File: src/rtl/cpu_pkg.sv
`default_nettype none
// +----------------------------------------------------------------------+
// | Module   : cpu_pkg                                                   |
// | Brief    : Shared CPU mode codes and mode-advance helper             |
// | Revision : 1.0                                                       |
// +----------------------------------------------------------------------+
package cpu_pkg;

  // Mode codes; the control unit decodes ST_RUN to release its reset
  typedef enum logic [1:0] {
    ST_IDLE  = 2'b00,
    ST_IN    = 2'b01,
    ST_CHECK = 2'b10,
    ST_RUN   = 2'b11
  } cpu_state_e;

  localparam int DEF_ADDR_W      = 8;
  localparam int DEF_DATA_W      = 8;
  localparam int DEF_SYNC_STAGES = 2;

  // Mode button cycles IDLE -> IN -> CHECK -> RUN -> IDLE
  function automatic cpu_state_e next_mode(input cpu_state_e s);
    cpu_state_e n;
    case (s)
      ST_IDLE:  n = ST_IN;
      ST_IN:    n = ST_CHECK;
      ST_CHECK: n = ST_RUN;
      default:  n = ST_IDLE;
    endcase
    return n;
  endfunction

endpackage
`default_nettype wire

File: src/rtl/btn_sync_edge.sv
`default_nettype none
// +----------------------------------------------------------------------+
// | Module   : btn_sync_edge                                             |
// | Brief    : Push-button synchronizer + registered rising-edge pulse   |
// | Revision : 1.0                                                       |
// +----------------------------------------------------------------------+
module btn_sync_edge #(
  parameter int SYNC_STAGES = 2
) (
  input  logic clk,
  input  logic reset,
  input  logic btn_raw,
  output logic pulse
);

  logic [SYNC_STAGES-1:0] sync_q, sync_d;
  logic                   edge_q, edge_d;
  logic                   pulse_q, pulse_d;

  // Shift the raw button in; pulse only when the synced level first goes high
  always_comb begin
    sync_d  = {sync_q[SYNC_STAGES-2:0], btn_raw};
    edge_d  = sync_q[SYNC_STAGES-1];
    pulse_d = sync_q[SYNC_STAGES-1] & ~edge_q;
  end

  // Synchronizer, edge history and pulse flops, all cleared by reset
  always_ff @(posedge clk or negedge reset) begin
    if (!reset) begin
      sync_q  <= '0;
      edge_q  <= 1'b0;
      pulse_q <= 1'b0;
    end else begin
      sync_q  <= sync_d;
      edge_q  <= edge_d;
      pulse_q <= pulse_d;
    end
  end

  assign pulse = pulse_q;

endmodule
`default_nettype wire

File: src/rtl/cpu_mode_ctrl.sv
`default_nettype none
// +----------------------------------------------------------------------+
// | Module   : cpu_mode_ctrl                                             |
// | Brief    : Front-panel mode sequencer and panel memory-port driver   |
// | Revision : 1.0                                                       |
// +----------------------------------------------------------------------+
module cpu_mode_ctrl
  import cpu_pkg::*;
#(
  parameter int ADDR_W      = DEF_ADDR_W,
  parameter int DATA_W      = DEF_DATA_W,
  parameter int SYNC_STAGES = DEF_SYNC_STAGES
) (
  input  logic              clk,
  input  logic              reset,
  input  logic              mode_btn,
  input  logic              step_btn,
  input  logic [DATA_W-1:0] sw_data,
  input  logic              cpu_halt,
  output logic [1:0]        cpustate,
  output logic [ADDR_W-1:0] mem_addr,
  output logic [DATA_W-1:0] mem_wdata,
  output logic              mem_we,
  output logic              mem_re,
  output logic              panel_own,
  output logic              addr_wrap
);

  logic mode_p;
  logic step_p;

  btn_sync_edge #(.SYNC_STAGES(SYNC_STAGES)) u_mode_sync (
    .clk     (clk),
    .reset   (reset),
    .btn_raw (mode_btn),
    .pulse   (mode_p)
  );

  btn_sync_edge #(.SYNC_STAGES(SYNC_STAGES)) u_step_sync (
    .clk     (clk),
    .reset   (reset),
    .btn_raw (step_btn),
    .pulse   (step_p)
  );

  cpu_state_e        state_q, state_d;
  logic [ADDR_W-1:0] addr_cnt_q, addr_cnt_d;
  logic              wrap_q, wrap_d;
  logic              we_q, we_d;
  logic [DATA_W-1:0] wdata_q, wdata_d;
  logic              re_q, re_d;
  logic              own_q, own_d;
  logic              entering;
  logic              advance;

  localparam logic [ADDR_W-1:0] ADDR_ONE = {{(ADDR_W-1){1'b0}}, 1'b1};

  // Next-state, address counter, write strobe and output decode
  always_comb begin
    state_d    = state_q;
    addr_cnt_d = addr_cnt_q;
    wrap_d     = wrap_q;
    we_d       = 1'b0;
    wdata_d    = wdata_q;

    // Mode press wins; a halt in RUN coincident with it still lands in IDLE once
    if (mode_p) begin
      state_d = next_mode(state_q);
    end else if ((state_q == ST_RUN) && cpu_halt) begin
      state_d = ST_IDLE;
    end

    // Write strobe is only launched by an undisturbed step press in IN
    if (!mode_p && (state_q == ST_IN) && step_p) begin
      we_d    = 1'b1;
      wdata_d = sw_data;
    end

    entering = (state_d != state_q) &&
               ((state_d == ST_IN) || (state_d == ST_CHECK));
    // IN advances at the end of its write cycle; CHECK advances on the step itself
    advance  = we_q || (!mode_p && (state_q == ST_CHECK) && step_p);

    if (entering) begin
      addr_cnt_d = '0;
      wrap_d     = 1'b0;
    end else if (advance) begin
      addr_cnt_d = addr_cnt_q + ADDR_ONE;
      if (addr_cnt_q == '1) begin
        wrap_d = 1'b1;
      end
    end

    // Port outputs are registered from the next state so they switch with cpustate
    re_d  = (state_d == ST_CHECK);
    own_d = (state_d != ST_RUN);
  end

  // Mode register and all registered panel outputs
  always_ff @(posedge clk or negedge reset) begin
    if (!reset) begin
      state_q    <= ST_IDLE;
      addr_cnt_q <= '0;
      wrap_q     <= 1'b0;
      we_q       <= 1'b0;
      wdata_q    <= '0;
      re_q       <= 1'b0;
      own_q      <= 1'b1;
    end else begin
      state_q    <= state_d;
      addr_cnt_q <= addr_cnt_d;
      wrap_q     <= wrap_d;
      we_q       <= we_d;
      wdata_q    <= wdata_d;
      re_q       <= re_d;
      own_q      <= own_d;
    end
  end

  assign cpustate  = state_q;
  assign mem_addr  = addr_cnt_q;
  assign mem_wdata = wdata_q;
  assign mem_we    = we_q;
  assign mem_re    = re_q;
  assign panel_own = own_q;
  assign addr_wrap = wrap_q;

endmodule
`default_nettype wire

File: config.mk
export PLATFORM = sky130hd
export DESIGN_NAME = cpu_mode_ctrl
export DESIGN_NICKNAME = d
export VERILOG_FILES = /design/src/rtl/cpu_pkg.sv /design/src/rtl/btn_sync_edge.sv /design/src/rtl/cpu_mode_ctrl.sv
export SDC_FILE = /design/constraint.sdc
export NUM_CORES = 1
export LEC_CHECK = 0
export ABC_AREA = 1
export CAP_MARGIN = 20
export CORE_MARGIN = 2
export CORE_UTILIZATION = 43
export CTS_CLUSTER_DIAMETER = 40
export DETAILED_ROUTE_END_ITERATION = 7
export HOLD_SLACK_MARGIN = 0.1
export PLACE_DENSITY_LB_ADDON = 0.25
export SYNTH_ARGS = -nofsm -noshare
export SYNTH_HDL_FRONTEND = slang
export SYNTH_SLANG_ARGS = --single-unit
File: constraint.sdc
create_clock -name clk -period 1.47 [get_ports clk]
set_input_delay 0.147 -clock clk [delete_from_list [all_inputs] [get_ports clk]]
set_output_delay 0.147 -clock clk [all_outputs]
set_load 0.01 [all_outputs]
# Word-level counts from Yosys, hierarchy flattened

Index checks and enable logic that the tools add are counted.
W data, S select, Z words.

Bits in registers: 30
Input port bits: 13

Equal/unequal tests: 8
Add/subtract/negate cells: 1
Reductions and logical operators: 13
Bitwise logic cells: 4
Muxes and demuxes: 9

Operator list:

| operator              | number |
|---|---|
| $mux W8               | 2 |
| $add A8 B1 Y8 const B | 1 |
| $eq A8 B8 Y1 const B  | 1 |
| $eq A2 B2 Y1 const B  | 3 |
| $logic_and A1 B1 Y1   | 6 |
| $pmux W2 S3           | 1 |
| $eq A2 B1 Y1 const B  | 2 |
| $mux W1               | 4 |
| $mux W2               | 2 |
| $reduce_bool A2 Y1    | 2 |
| $and A1 B1 Y1         | 2 |
| $logic_not A2 Y1      | 1 |
| $logic_or A1 B1 Y1    | 2 |
| $ne A2 B2 Y1          | 1 |
| $ne A2 B2 Y1 const B  | 1 |
| $not A1 Y1            | 2 |
| $reduce_and A2 Y1     | 1 |
| $logic_not A1 Y1      | 1 |

# Depth between registers and ports, before layout

Gate-level depths: netlist (run 1).

Depth after elaboration: 9
Gate-level depth with buffers: 10
Gate-level depth less buffers: 10

# Hierarchy

From an unflattened synthesis (run 1), not the netlist that was laid out.

Cell total of the unflattened synthesis: 143
Area, all modules: 1360.1 um^2

Modules (own cells, without submodules):

| module        | seq. area each (um^2) | cells each | area an instance (um^2) | times used |
|---|---|---|---|---|
| cpu_mode_ctrl | 551.8                 | 131        | 1139.8                  | 1 |
| btn_sync_edge | 100.1                 | 6          | 110.1                   | 2 |

# Least setup slack after synthesis (run 1)

No wires, ideal clock.

Path type: flip-flop to flip-flop
Start: register state_q[0], in the netlist cpustate[0]
End: register wrap_q, in the netlist addr_wrap
Data arrival time: 1.522 ns
Clock period less this slack: 1.639 ns
Required time: 1.353 ns
Buffers on the path: 0
Stages on the path, launching flop included: 10
Library setup time: 0.117 ns
Setup slack: -0.169 ns
Cells stage by stage: dfrtp_1 -> inv_1 -> ha_1 -> or2_0 -> nand2_2 -> nand3_4 -> nand2_4 -> inv_4 -> nand3_1 -> nand2_1

Word-level cells in the longest chain between the ends: 9
Elaborated cells on any way between the ends: 20
Those cells by class: 6 x eq/ne; 4 x mux; 10 x reduce/logical

Ends and longest elaborated chain:

| element                                             | line                 | RTL |
|---|---|---|
| start: declaration                                  | cpu_mode_ctrl.sv:46  | `cpu_state_e state_q, state_d;` |
| start signal: assignment                            | cpu_mode_ctrl.sv:110 | `state_q <= state_d;` |
| $eq A2 B2 Y1                                        | cpu_mode_ctrl.sv:69  | `end else if ((state_q == ST_RUN) && cpu_halt) begin` |
| $logic_and A1 B1 Y1                                 | cpu_mode_ctrl.sv:69  |  |
| $mux W2                                             | cpu_mode_ctrl.sv:69  |  |
| $mux W2                                             | cpu_mode_ctrl.sv:67  | `if (mode_p) begin` |
| $eq A2 B1 Y1 / $eq A2 B2 Y1 (equally long branches) | cpu_mode_ctrl.sv:80  | `((state_d == ST_IN) \|\| (state_d == ST_CHECK));` |
| $logic_or A1 B1 Y1                                  | cpu_mode_ctrl.sv:80  |  |
| $logic_and A1 B1 Y1                                 | cpu_mode_ctrl.sv:79  | `entering = (state_d != state_q) &&` |
| $reduce_bool A2 Y1 (no line)                        | -                    |  |
| $reduce_and A2 Y1 (no line)                         | -                    |  |
| end signal: assignment                              | cpu_mode_ctrl.sv:112 | `wrap_q <= wrap_d;` |
| end: declaration                                    | cpu_mode_ctrl.sv:48  | `logic wrap_q, wrap_d;` |

Several ways; a longest one is shown, not always the timed one.
A chain may end at the register's enable or synchronous reset.

# Worst setup path after layout (run 1)

Start: register state_q[0], in the netlist cpustate[0]
End: register addr_cnt_q[0], in the netlist mem_addr[0]

Word-level cells in the longest chain between the ends: 8
Elaborated cells on any way between the ends: 18
Those cells by class: 6 x eq/ne; 4 x mux; 8 x reduce/logical

Ends and longest elaborated chain:

| element                                              | line                 | RTL |
|---|---|---|
| $eq A2 B2 Y1                                         | cpu_mode_ctrl.sv:69  |  |
| $logic_and A1 B1 Y1                                  | cpu_mode_ctrl.sv:69  |  |
| $mux W2                                              | cpu_mode_ctrl.sv:69  |  |
| $mux W2                                              | cpu_mode_ctrl.sv:67  |  |
| $eq A2 B1 Y1 / $eq A2 B2 Y1 (equally long branches)  | cpu_mode_ctrl.sv:80  |  |
| $logic_or A1 B1 Y1                                   | cpu_mode_ctrl.sv:80  |  |
| $logic_and A1 B1 Y1                                  | cpu_mode_ctrl.sv:79  |  |
| $mux W8 / $reduce_bool A2 Y1 (equally long branches) | -                    |  |
| end signal: assignment                               | cpu_mode_ctrl.sv:111 | `addr_cnt_q <= addr_cnt_d;` |
| end: declaration                                     | cpu_mode_ctrl.sv:47  | `logic [ADDR_W-1:0] addr_cnt_q, addr_cnt_d;` |

Several ways; a longest one is shown, not always the timed one.

==> reports/metrics.cfg, run 1 <==
[cells_and_area]
antenna_cells=0
drive_above_1_share_pct=29.41
nets=221
area_growth_pct=52.92
final_area_um2=2032

[drt]
vias=1168
drtPass1Iterations=4
wl_per_cell_um=12.53
viasPerCell=4.928
postRouteAntennaNets=0
routed_wirelength_um=2969
drt_iter0_markers=54
drc=0

[global_routing]
grt_pass1_wl_um=4754
antenna_found_initial=0
grt_max_degree=31
grt_pass1_vias=1189
grt_overflow=0
track_usage_pct=18.58

[power]
p_sw_share_pct=36.56
p_clk_share_pct=15.3
seq_power_share_pct=34.8
comb_power_share_pct=50.0
power.density_nw_per_um2=1649
peakVddDrop_v=0.0008350
leakage_nw=1.062
p_int_mw=2.126
p_sw_mw=1.225

[synth]
yosysTopAreaCellShare_pct=54.61
synth_area_leaders=dfrtp_1 (55%), nand2_1 (14%), ha_1 (4.7%)
syn_inst=145
synth_edf_count=0
netlist_area_um2=1329
ys_seq_elements=30
async_flop_share_pct=100.0
ys_types=24
ys_seq_area_share_pct=56.59
synth_top_flop_cell=dfrtp_1
synth_fp_nets=163
yosysWarnings=0
syn_avg_cell_area_um2=9.164
yosys.area.top_type=dfrtp_1

[setup_path]
reg2reg_to=mem_addr[0]
critPathRequiredTime_ns=1.68
path_class=reg -> reg
startpoint_type=flop
worstPathArrival_ns=1.81
rr_startpoint=cpustate[0]
reg2reg_slack_ns=-0.13
r2r_cells=10
crit_path_end_kind=flop
crit_path_start=cpustate[0]
cp_max_fo=5

[placed_design]
place_area_um2=1826
port_buffers=34
pre_cts_ws_ns=-0.1421
post-dp-hpwl_um=1997
gp_congestion=0.8956

[timing]
setup_ws_ns=-0.1252
final-setup-viol-count=9
fin_crit_sh_pct=108.5
hold_viol=0
slew_violations=0
whs_ns=0.1641
fin_worst_skew_ns=0.01208
slew_headroom_pct=78.34
period_minus_slack_ns=1.595
rsz0062_at_grt=yes
max_freq_mhz=626.9
worstMarginPinSlew_ns=0.3224

[hold_path]
hold_class=in -> async

[status]
violations=negative setup slack
run_status=complete, but fails checks

[floorplan]
fp.dieH_um=59.59
fp-row-count=20
pin_count=35
die_area_um2=3551
initial_core_util_pct=44.25
core_um2=3003
die_w_um=59.59

[clock_tree]
htree_levels=2
cts_sinks=30
clk_pin_slew_ns=0.10
clockBufferDepth=2
root_buffer=clkbuf_4
cts_tree=built
clk_latency_ns=0.33
cts_buffers=5

[run]
maxCapViolCount=0

per-stage QoR:
step,util (%),power [mW],setup TNS (ns),cells
after CTS,63.75,3.225,-0.8211,231
after global routing,67.67,3.600,-1.326,237
final,67.67,3.351,-0.9345,237
after detailed placement,60.79,2.639,-0.7551,220
after global placement,60.79,2.591,-0.3483,220
after floorplan,-,1.899,-0.008733,145
cells in the mapped netlist (2+ instances only):
| library cell | number |
|---|---|
| nand2_1 | 49 |
| dfrtp_1 | 29 |
| inv_1 | 12 |
| nand3_1 | 11 |
| nor2_1 | 9 |
| ha_1 | 5 |
| nor3_1 | 5 |
| a21oi_1 | 4 |
| nand3_2 | 4 |
| nand4_1 | 2 |
| o21ai_1 | 2 |
cell usage in the layout, fill, tap and decap left out, drive strengths merged:
| cell type | Yosys | final |
|---|---|---|
| nor3 | 5 | 5 |
| buf | 1 | 18 |
| nand3 | 16 | 16 |
| clkdlybuf4s15 | 0 | 1 |
| dlygate4sd2 | 0 | 2 |
| inv | 14 | 14 |
| a21oi | 4 | 4 |
| o21ai | 3 | 3 |
| or2 | 2 | 2 |
| nor2 | 9 | 9 |
| xor2 | 1 | 1 |
| ha | 5 | 5 |
| clkbuf | 0 | 7 |
| dfrtp | 29 | 29 |
| clkdlybuf4s50 | 0 | 25 |
| a31oi | 1 | 1 |
| dlymetal6s2s | 0 | 6 |
| dfstp | 1 | 1 |
| nand4 | 2 | 2 |
| clkinv | 1 | 2 |
| nand2 | 51 | 51 |
cell type report:
class	count	area, um^2
Clock inverter	1	5.005
Timing Repair Buffer	52	520.5
Sequential cell	30	757.0
Inverter	15	62.56
Multi-Input combinational cell	99	590.6
Clock buffer	7	55.05
Fill cell	238	970.9
Tap cell	33	41.29
cell families after synthesis:
group	Yosys count	synth area share, %
flip-flops	30	56.59
AND/OR/NAND/NOR	85	29.94
buffers and inverters	16	4.990
adder cells (fa/ha/maj)	5	4.708
AO/OA/AOI/OAI	8	3.107
XOR/XNOR	1	0.6593
layer usage:
metal | routed length (um) | share of wire [%] | vias to the layer above | global-route usage [%]
li1 | - | - | 577 | -
met1 | 1201 | 40 | 546 | 21.49
met2 | 1523 | 51 | 36 | 29.83
met3 | 155 | 5.2 | 9 | 5.677
met4 | 88 | 3.0 | 0 | 11.75
met5 | 0 | 0 | - | 0
registers in the layout (all words and copies together), names as in the netlist:
register,flops
u_step_sync.sync_q,2
u_mode_sync.sync_q,2
mem_re,1
u_step_sync.pulse,1
addr_wrap,1
cpustate,2
panel_own,1
u_mode_sync.pulse,1
mem_wdata,8
mem_we,1
u_mode_sync.edge_q,1
u_step_sync.edge_q,1
mem_addr,8
repair_timing:
item	CTS	global route
buffers inserted	3	6
gates resized for setup	10	22
endpoints found under the setup margin	15	17
hold buffers	0	0
pin swaps	4	3
power by group through the flow:
stage	logic, mW	clock network, mW	registers [mW]
2_1_floorplan	0.632	0	1.27
3_3_place_gp	1.42	0	1.17
3_5_place_dp	1.46	0	1.18
4_1_cts	1.52	0.534	1.17
5_1_grt	1.84	0.570	1.19
6_report	1.67	0.511	1.17
worst max-delay path by stage:
| stage | to | slack [ns] |
|---|---|---|
| after floorplan | mem_addr[6] | -0.004 |
| after global placement | mem_addr[6] | -0.09 |
| after detailed placement | mem_addr[6] | -0.14 |
| after CTS | mem_addr[6] | -0.12 |
| after global routing | mem_addr[4] | -0.19 |
| final | mem_addr[0] | -0.13 |
critical path, cell delays in order, from the launching register on:
cell and delay (ns):
dfrtp_2 0.43, inv_2 0.08, buf_12 0.10, ha_4 0.18, or2_1 0.22, nand2_2 0.10, nand3_4 0.09, nand2_4 0.11
inv_6 0.05, nand3_2 0.05, o21ai_1 0.06
No activity file was read; power rests on OpenSTA's default activity.
==> inputs of run 2 (changes only) <==
Settings changed: CTS_CLUSTER_DIAMETER 40 to 200.
==> results of run 2 <==
Final layout, timing and power as in run 1 (identical DEF).
